`src/rtl/key_debounce.sv`:
```
// key_debounce: front-end conditioning for the two board push-buttons.
// Synchronises the raw active-low keys into sys_clk and rejects contact
// bounce with a per-key stability counter and FSM. It then presents clean
// levels plus single-cycle press/release strobes. keys_clean keeps the
// active-low encoding of keys, so 2'b11 means no key pressed.
module key_debounce #(
  parameter int DEBOUNCE_CYCLES = 1_000_000,
  parameter int CNT_W           = 20
) (
  input  logic       sys_clk,
  input  logic       sys_rst,
  input  logic [1:0] keys,
  output logic [1:0] keys_clean,
  output logic [1:0] key_press,
  output logic [1:0] key_release
);

  typedef enum logic [1:0] {
    ST_RELEASED,
    ST_PRESS_WAIT,
    ST_PRESSED,
    ST_RELEASE_WAIT
  } state_t;

  // Acceptance happens on the edge at which the counter already holds
  // DEBOUNCE_CYCLES-1. Combined with the entry edge, the new level is
  // therefore seen for DEBOUNCE_CYCLES consecutive cycles.
  localparam logic [CNT_W-1:0] CNT_LAST = CNT_W'(DEBOUNCE_CYCLES - 1);
  localparam logic [CNT_W-1:0] CNT_ONE  = CNT_W'(1);

  logic [1:0]       sync1;
  logic [1:0]       sync2;
  state_t           state [2];
  logic [CNT_W-1:0] cnt   [2];

  // Two-flop synchroniser. It resets to the released level so reset never looks like a press.
  always_ff @(posedge sys_clk) begin
    if (sys_rst) begin
      sync1 <= 2'b11;
      sync2 <= 2'b11;
    end else begin
      // NOTE: non-blocking, so sync2 takes the previous sync1 and the two flops form a real chain.
      sync1 <= keys;
      sync2 <= sync1;
    end
  end

  // Independent debounce FSM per key, with registered clean level and strobes.
  always_ff @(posedge sys_clk) begin
    if (sys_rst) begin
      for (int k = 0; k < 2; k++) begin
        state[k] <= ST_RELEASED;
        cnt[k]   <= '0;
      end
      keys_clean  <= 2'b11;
      key_press   <= 2'b00;
      key_release <= 2'b00;
    end else begin
      // NOTE: strobes default low here. The later per-key assignment in this block wins,
      // so each strobe is high for exactly the one accepting cycle.
      key_press   <= 2'b00;
      key_release <= 2'b00;
      for (int k = 0; k < 2; k++) begin
        case (state[k])
          ST_RELEASED: begin
            if (!sync2[k]) begin
              state[k] <= ST_PRESS_WAIT;
              cnt[k]   <= CNT_ONE;
            end else begin
              cnt[k]   <= '0;
            end
          end
          ST_PRESS_WAIT: begin
            if (sync2[k]) begin
              // Bounce back high: drop the candidate press silently.
              state[k] <= ST_RELEASED;
              cnt[k]   <= '0;
            end else if (cnt[k] == CNT_LAST) begin
              state[k]      <= ST_PRESSED;
              keys_clean[k] <= 1'b0;
              key_press[k]  <= 1'b1;
              cnt[k]        <= '0;
            end else begin
              cnt[k]   <= cnt[k] + CNT_ONE;
            end
          end
          ST_PRESSED: begin
            if (sync2[k]) begin
              state[k] <= ST_RELEASE_WAIT;
              cnt[k]   <= CNT_ONE;
            end else begin
              cnt[k]   <= '0;
            end
          end
          ST_RELEASE_WAIT: begin
            if (!sync2[k]) begin
              // Bounce back low: drop the candidate release silently.
              state[k] <= ST_PRESSED;
              cnt[k]   <= '0;
            end else if (cnt[k] == CNT_LAST) begin
              state[k]       <= ST_RELEASED;
              keys_clean[k]  <= 1'b1;
              key_release[k] <= 1'b1;
              cnt[k]         <= '0;
            end else begin
              cnt[k]   <= cnt[k] + CNT_ONE;
            end
          end
          default: begin
            state[k] <= ST_RELEASED;
            cnt[k]   <= '0;
          end
        endcase
      end
    end
  end

endmodule
```
`config.mk`:
```
export PLATFORM = sky130hd
export DESIGN_NAME = key_debounce
export DESIGN_NICKNAME = d
export VERILOG_FILES = /design/src/rtl/key_debounce.sv
export SDC_FILE = /design/constraint.sdc
export NUM_CORES = 1
export LEC_CHECK = 0
export CORE_ASPECT_RATIO = 0.75
export CORE_MARGIN = 8
export CORE_UTILIZATION = 55
export CTS_CLUSTER_SIZE = 25
export DETAILED_ROUTE_END_ITERATION = 12
export PLACE_DENSITY = 0.84
export SKIP_CTS_REPAIR_TIMING = 1
export SLEW_MARGIN = 25
export SYNTH_ARGS = -nofsm -noshare
export SYNTH_HDL_FRONTEND = slang
export SYNTH_SLANG_ARGS = --single-unit
```
`constraint.sdc`:
```
create_clock -name sys_clk -period 4.5 [get_ports sys_clk]
set_input_delay 0.675 -clock sys_clk [delete_from_list [all_inputs] [get_ports sys_clk]]
set_output_delay 0.675 -clock sys_clk [all_outputs]
set_load 0.005 [all_outputs]
```
== Word level (Yosys, flattened, before mapping) ==
Memory sizes are Yosys's and may differ from the RTL's.
Index checks and enable logic that the tools add are counted.

* $add $sub $neg: 2
* Equality and inequality tests: 16
* Muxes and demuxes: 120
* Bitwise operators: 32
* Reductions and logical operators: 6

{| class="wikitable"
|+ Operator list
! cell !! count
|-
| $mux 20 || 20
|-
| $mux 1 || 86
|-
| $add 20x1->20 const B || 2
|-
| $eq 20x20->1 const B || 2
|-
| $or 1x1->1 || 32
|-
| $mux 2 || 12
|-
| $ne 2x2->1 const B || 8
|-
| $reduce_and 5->1 || 2
|-
| $eq 2x2->1 const B || 4
|-
| $eq 2x1->1 const B || 2
|-
| $logic_not 2->1 || 2
|-
| $pmux 1 s2 || 2
|-
| $reduce_bool 2->1 || 2
|}

* Bits in registers: 10
* RAM bits: 44
* Input bits: 4
* Output and inout bits: 6
* Logic and storage cells: 184
* Memories: 2

{| class="wikitable"
|+ Memories
! memory !! words !! bits a word !! rd ports !! clocked after Yosys merged registers in !! write ports !! line !! RTL
|-
| cnt || 2 || 20 || 2 || 0 || 2 || 34 || <nowiki>logic [CNT_W-1:0] cnt [2];</nowiki>
|-
| state || 2 || 2 || 2 || 0 || 2 || 33 || <nowiki>state_t state [2];</nowiki>
|}

== Longest topological paths before layout ==
Gate-level depths: netlist of the first run.

* Depth in word-level cells: 14
* Gate-level depth with buffers: 9
* Mapped depth without buffers: 6

== Least setup slack after synthesis of the first run ==
Ideal clock, no wire load.

* Path kind: register to register
* Start point: memory cnt[1][6]
* End point: memory state[1][0] in the netlist's numbering (enable)
* Library setup time: 0.306 ns
* Data arrival time: 1.811 ns
* Required time: 4.194 ns
* Path slack: 2.383 ns
* Cell stages (with the launch flop): 6
* Path buffers: 0
* Clock period less this slack: 2.117 ns
* Path through: edfxtp_1 -> or4_4 -> nor4_4 -> nand2_4 -> and3_1 -> o21bai_2

{| class="wikitable"
|+ RTL lines
! item !! line
|-
| start, declared || 34
|-
| end, declared || 33
|}

==> flow_metrics.tcl, run 1 <==
set metrics [dict create \
    setup_ws_ns 2.01 \
    slew_viol_final 0 \
    cp.arrival_ns 2.53 \
    worstHoldStart "sync1[1]$_SDFF_PP1_" \
    final_cell_mix "54 x nor2_1, 44 x edfxtp_1, 40 x conb_1, 23 x xor2_1, 17 x xnor2_1" \
    seq_area_frac_synth_pct 54.1 \
    drtPass1Iterations 4 \
    synth_xor_area_share_pct 12.5 \
    synth_compound_area_share_pct 4.00 \
    die_w_um 98.6 \
    grt_pass1_wl_mm 7.92 \
    crit_type "input pin to register" \
    seq_power_share_pct 60.2 \
    slew_headroom_pct 55.1 \
    setup_violations 0 \
    n_antenna_cell 0 \
    grt_antenna_before_repair 0 \
    grt.busiest_layer "met2" \
    cts_inserted_buffers 5 \
    core_um2 4900 \
    grt.total_usage_pct 12.4 \
    io_buffers 9 \
    hp-class "register to register" \
    period_share_pct 55.4 \
    reg2reg_slack_ns 2.15 \
    yosys.area_share.adder_pct 0.890 \
    antenna_left 0 \
    min_period_ns 2.49 \
    grt.overflow.total 0 \
    wl_per_cell_um 12.3 \
    p_per_area_nw_per_um2 336 \
    initialDrtViolationCount 96 \
    num_io_pins 10 \
    start_kind "input pin" \
    comb_power_share_pct 12.8 \
    cellLeakagePower_nw 1.15 \
    stdcell_count 373 \
    syn_inst 265 \
    grt_max_degree 22 \
    initial_core_util_pct 57.4 \
    critPathLaunch "sys_rst" \
    intPower_mw 0.775 \
    p_sw_mw 0.288 \
    gp_congestion 0.780 \
    wirelength_mm 4.59 \
    dp.cells 365 \
    r2r_cells 5 \
    clk_pin_slew_ns 0.09 \
    hold_viol_final 0 \
    die_area_um2 7680 \
    clock_path_buffers 2 \
    p_sw_share_pct 27.1 \
    tns_ns 0 \
    synth_top_family_by_area "simple AND/OR/NAND/NOR gates" \
    synth_cell_types 43 \
    final_util_pct 64.6 \
    num_rows 22 \
    clkPwrFrac_pct 27.0 \
    met2_usage_pct 19.2 \
    synth_edf_count 44 \
    fin_nets 318 \
    clock_skew_ns 0.0137 \
    whs_path_depth 1 \
    yosysTopAreaCell "edfxtp_1" \
    required_ns 4.54 \
    ir_drop_v 0.000264 \
    synth_area_per_cell_um2 10.6 \
    synth_area_leaders "edfxtp_1 47%, nor2_1 7.2%, xor2_1 7.2%, dfxtp_1 7.1%, xnor2_1 5.3%" \
    area.growth.synth_to_final_pct 12.6 \
    worstHoldEndpoint "sync2[1]$_SDFF_PP1_" \
    maxCapViolations 0 \
    cts_tree "built" \
    crit_path_max_fanout 21 \
    layout_commonest_cell "nor2_1" \
    cts_sinks 54 \
    grt_pass1_vias 1823 \
    viasPerCell 5.10 \
    synth_seq_cells 54 \
    total_power_mw 1.06 \
    die_h_um 77.9 \
    max_clock_freq_mhz 401 \
    muxShareOfSynthArea_pct 0.356 \
    yosys_warnings 0 \
    synth_area_um2 2810 \
    drc 0 \
    layout-drive-gt1-share_pct 7.03 \
    synth_top_area_share_pct 47.0 \
    async_flop_share_pct 0 \
    worstMarginPinSlew_ns 0.673 \
    clk_latency_ns 0.31 \
    place_hpwl_mm 3.39 \
    num-fill-cells 398 \
    reg2reg_to "state[1][0]$_DFFE_PP_" \
    cts_max_level 2 \
    grtUsageMet3_pct 3.39 \
    root_buffer "clkbuf_8" \
    synth_ff_type "edfxtp_1" \
    status "finished, final reports clean" \
    worstReg2RegStart "cnt[1][6]$_SDFFCE_PN0P_" \
    worst_setup_path_end_kind "register" \
    synth_simple_gate_area_share_pct 25.6 \
    pre_cts_ws_ns 1.69 \
    grt_use_met1_pct 16.4 \
    rsz0062_at_grt "no" \
    num_vias 1903 \
]
==> how the worst max path moves through the flow <==
| stage | to | slack [ns] | cells past startpoint |
|---|---|---|---|
| final | cnt[0][11]$_SDFFCE_PN0P_ | 2.01 | 5 |
| after global placement | cnt[0][19]$_SDFFCE_PN0P_ | 1.76 | 5 |
| after CTS | cnt[0][19]$_SDFFCE_PN0P_ | 2.01 | 5 |
| after global routing | cnt[0][15]$_SDFFCE_PN0P_ | 1.85 | 5 |
| after floorplan | state[1][0]$_DFFE_PP_ | 2.38 | 5 |
| after detailed placement | cnt[0][19]$_SDFFCE_PN0P_ | 1.69 | 5 |
==> registers in the layout (all words and copies together), names as in the netlist <==
signal	count
cnt	40
state	4
key_press	2
key_release	2
keys_clean	2
sync1	2
sync2	2
==> power by group through the flow <==
stage,combinational [mW],clock [mW],sequential (mW)
floorplan,0.127,0,0.630
global placement,0.129,0,0.648
detailed placement,0.134,0,0.651
CTS,0.136,0.296,0.639
global route,0.154,0.308,0.647
finish,0.137,0.287,0.640
==> layout make-up <==
cell class / count / area (um2) / area share, %
Inverter: 4 / 15.0 / 0.474
Clock buffer: 6 / 82.6 / 2.61
Tap cell: 60 / 75.1 / 2.37
Multi-Input combinational cell: 238 / 1370 / 43.2
Clock inverter: 2 / 15.0 / 0.474
Timing Repair Buffer: 9 / 90.1 / 2.84
Sequential cell: 54 / 1520 / 48.0
==> through the flow <==
step           cell area (um2)  hold slack, ns
6_report                  3170           0.416
5_1_grt                   3170           0.434
2_1_floorplan             2960           0.389
3_5_place_dp              3070           0.394
4_1_cts                   3170           0.418
3_3_place_gp              3070           0.392
==> cell families (layout without fill, tap and decap cells) <==
| kind of cell | after synthesis | count (layout) |
|---|---|---|
| compound gates | 17 | 17 |
| xor+xnor | 40 | 40 |
| fa+ha+maj | 2 | 2 |
| buf+inv | 12 | 21 |
| flops | 54 | 54 |
| mux | 1 | 1 |
| other cells | 1 | 40 |
| simple gates | 138 | 138 |
==> metal layers <==
| metal | vias up | share of wire, % | wire length (um) |
|---|---|---|---|
| li1 | 990 | - | - |
| met1 | 884 | 52 | 2400 |
| met2 | 22 | 43 | 1990 |
| met3 | 7 | 3.2 | 149 |
| met4 | 0 | 1.1 | 51 |
| met5 | - | 0 | 0 |
==> worst max-delay path, stage by stage <==
cell	delay, ns
clkdlybuf4s50_1	0.84
nor2b_1	0.16
and2_1	0.23
nand2b_1	0.50
nor2_1	0.12
==> Yosys cell counts (2+ instances only) <==
master and instances:
a21oi_1 7, a311oi_1 2, and2_1 2, and3_1 7
and3_2 2, and4_1 2, buf_2 2, buf_4 2
buf_6 2, clkbuf_1 2, dfxtp_1 10, edfxtp_1 44
ha_1 2, inv_1 4, nand2_1 16, nand2_4 2
nand2b_1 3, nand3_1 15, nand4_1 8, nand4b_1 3
nor2_1 54, nor3_1 8, nor4_1 2, o21ai_0 2
or2_2 6, xnor2_1 17, xor2_1 23
(Power assumes the default switching activity.)
==> run 2: changes to the inputs <==
--- a/config.mk
+++ b/config.mk
@@ -10,7 +10,7 @@
 export CORE_UTILIZATION = 55
 export CTS_CLUSTER_SIZE = 25
 export DETAILED_ROUTE_END_ITERATION = 12
-export PLACE_DENSITY = 0.84
+export PLACE_DENSITY = 0.87
 export SKIP_CTS_REPAIR_TIMING = 1
 export SLEW_MARGIN = 25
 export SYNTH_ARGS = -nofsm -noshare
==> constraint.sdc (replaced) <==
create_clock -name sys_clk -period 2.1 [get_ports sys_clk]
set_input_delay 0.315 -clock sys_clk [delete_from_list [all_inputs] [get_ports sys_clk]]
set_output_delay 0.315 -clock sys_clk [all_outputs]
set_load 0.005 [all_outputs]
==> run 2 against run 1 <==
  * Sequential share of layout area fell by 2.7 points
  * Largest power group unchanged
  * Design area is 5.9% higher
  * Combinational power increased to 2.6 times the previous value
  * Highest routed layer unchanged
  * Largest cell class unchanged
  * Clock-buffer cell count is 1 higher
==> flow_metrics.tcl, run 2 (same netlist as run 1, synthesis figures left out) <==
set metrics [dict create \
    io_buffers 9 \
    required_ns 2.15 \
    max_clock_freq_mhz 493 \
    hold_viol_final 0 \
    drtPass1Iterations 4 \
    root_buffer "clkbuf_8" \
    area.growth.synth_to_final_pct 19.3 \
    clk_latency_ns 0.31 \
    final_cell_mix "54 x nor2_1, 44 x edfxtp_1, 40 x conb_1, 23 x xor2_1, 17 x xnor2_1" \
    die_area_um2 7680 \
    setup_violations 0 \
    clk_pin_slew_ns 0.10 \
    drc 0 \
    largestRegisters "cnt x40, state x4" \
    num-fill-cells 348 \
    die_w_um 98.6 \
    wirelength_mm 5.04 \
    cts_sinks 54 \
    place_hpwl_mm 3.66 \
    rsz0062_at_grt "no" \
    cts_tree "built" \
    status "finished, final reports clean" \
    grt.total_usage_pct 13.6 \
    wl_per_cell_um 13.0 \
    num_io_pins 10 \
    initialDrtViolationCount 133 \
    period_share_pct 96.7 \
    maxCapViolations 0 \
    fin_nets 334 \
    largest-register "cnt" \
    die_h_um 77.9 \
    initial_core_util_pct 57.4 \
    viasPerCell 5.21 \
    n_antenna_cell 0 \
    largest_reg_flops 40 \
    worst_setup_path_end_kind "register" \
    p_per_area_nw_per_um2 720 \
    crit_type "register to register" \
    grt_pass1_wl_mm 8.59 \
    clock_path_buffers 2 \
    hp-class "register to register" \
    total_power_mw 2.42 \
    multi_input_area_um2 1400 \
    grt_antenna_before_repair 0 \
    num_rows 22 \
    core_um2 4900 \
    tns_ns 0 \
    cts_max_level 2 \
    num_vias 2026 \
    start_kind "register" \
    layout_commonest_cell "nor2_1" \
    slew_viol_final 0 \
    cts_inserted_buffers 5 \
    min_period_ns 2.03 \
    crit_path_max_fanout 5 \
    grt.overflow.total 0 \
    gp_congestion 0.857 \
    grt_max_degree 19 \
    ff_latch_area_um2 1520 \
    antenna_left 0 \
    layout-drive-gt1-share_pct 12.8 \
    cellLeakagePower_nw 1.25 \
    clock_skew_ns 0.0133 \
    cp.arrival_ns 2.08 \
    final_util_pct 68.5 \
    ir_drop_v 0.000711 \
    grt_pass1_vias 1908 \
]
[run 2: cell type report]
class / instances / share of cell area [%]
multi-input cells: 238 / 41.9
clock inverters: 1 / 0.261
well taps: 60 / 2.24
flip-flops and latches: 54 / 45.4
clock buffers: 7 / 3.21
inverters: 4 / 0.448
repair buffers: 25 / 6.64
[run 2: worst max-delay path: stages (launching register included)]
cell,delay (ns)
edfxtp_1,0.40
or4_4,0.57
nor4_4,0.35
nand2_4,0.09
buf_12,0.14
a21oi_2,0.13
o22ai_1,0.09
[run 2: worst paths after layout]
path | start | to | slack, ns | cells past startpoint
setup / recovery | cnt[1][6]$_SDFFCE_PN0P_ | state[1][0]$_DFFE_PP_ | 0.07 | 6
hold / removal | sync1[0]$_SDFF_PP1_ | sync2[0]$_SDFF_PP1_ | 0.42 | 1
setup reg to reg | cnt[1][6]$_SDFFCE_PN0P_ | state[1][0]$_DFFE_PP_ | 0.07 | 6
hold reg to reg | sync1[0]$_SDFF_PP1_ | sync2[0]$_SDFF_PP1_ | 0.42 | 1
[run 2: per-layer routing]
metal,vias to the layer above,wire (um),global-route usage (%)
met5,-,0,0
met4,0,58,5.19
met3,5,203,3.21
met2,37,2320,21.2
met1,955,2460,17.9
li1,1029,-,-
[run 2: report_power, final]
part	total [mW]	leakage (nW)	internal [mW]	switching [mW]
clock network	0.685	0.0600	0.345	0.341
registers	1.37	0.537	1.26	0.106
logic	0.363	0.653	0.160	0.203
total	2.42	1.25	1.77	0.649
[run 2: through the flow]
stage | instances | instance area (um2) | worst slack, ns | hold WS [ns]
final | 389 | 3350 | 0.0696 | 0.417
after global routing | 389 | 3350 | 0.00744 | 0.438
after floorplan | 304 | 2960 | 0.00155 | 0.389
after detailed placement | 380 | 3200 | 0.0505 | 0.398
after global placement | 380 | 3200 | 0.120 | 0.394
after CTS | 388 | 3310 | 0.0129 | 0.422
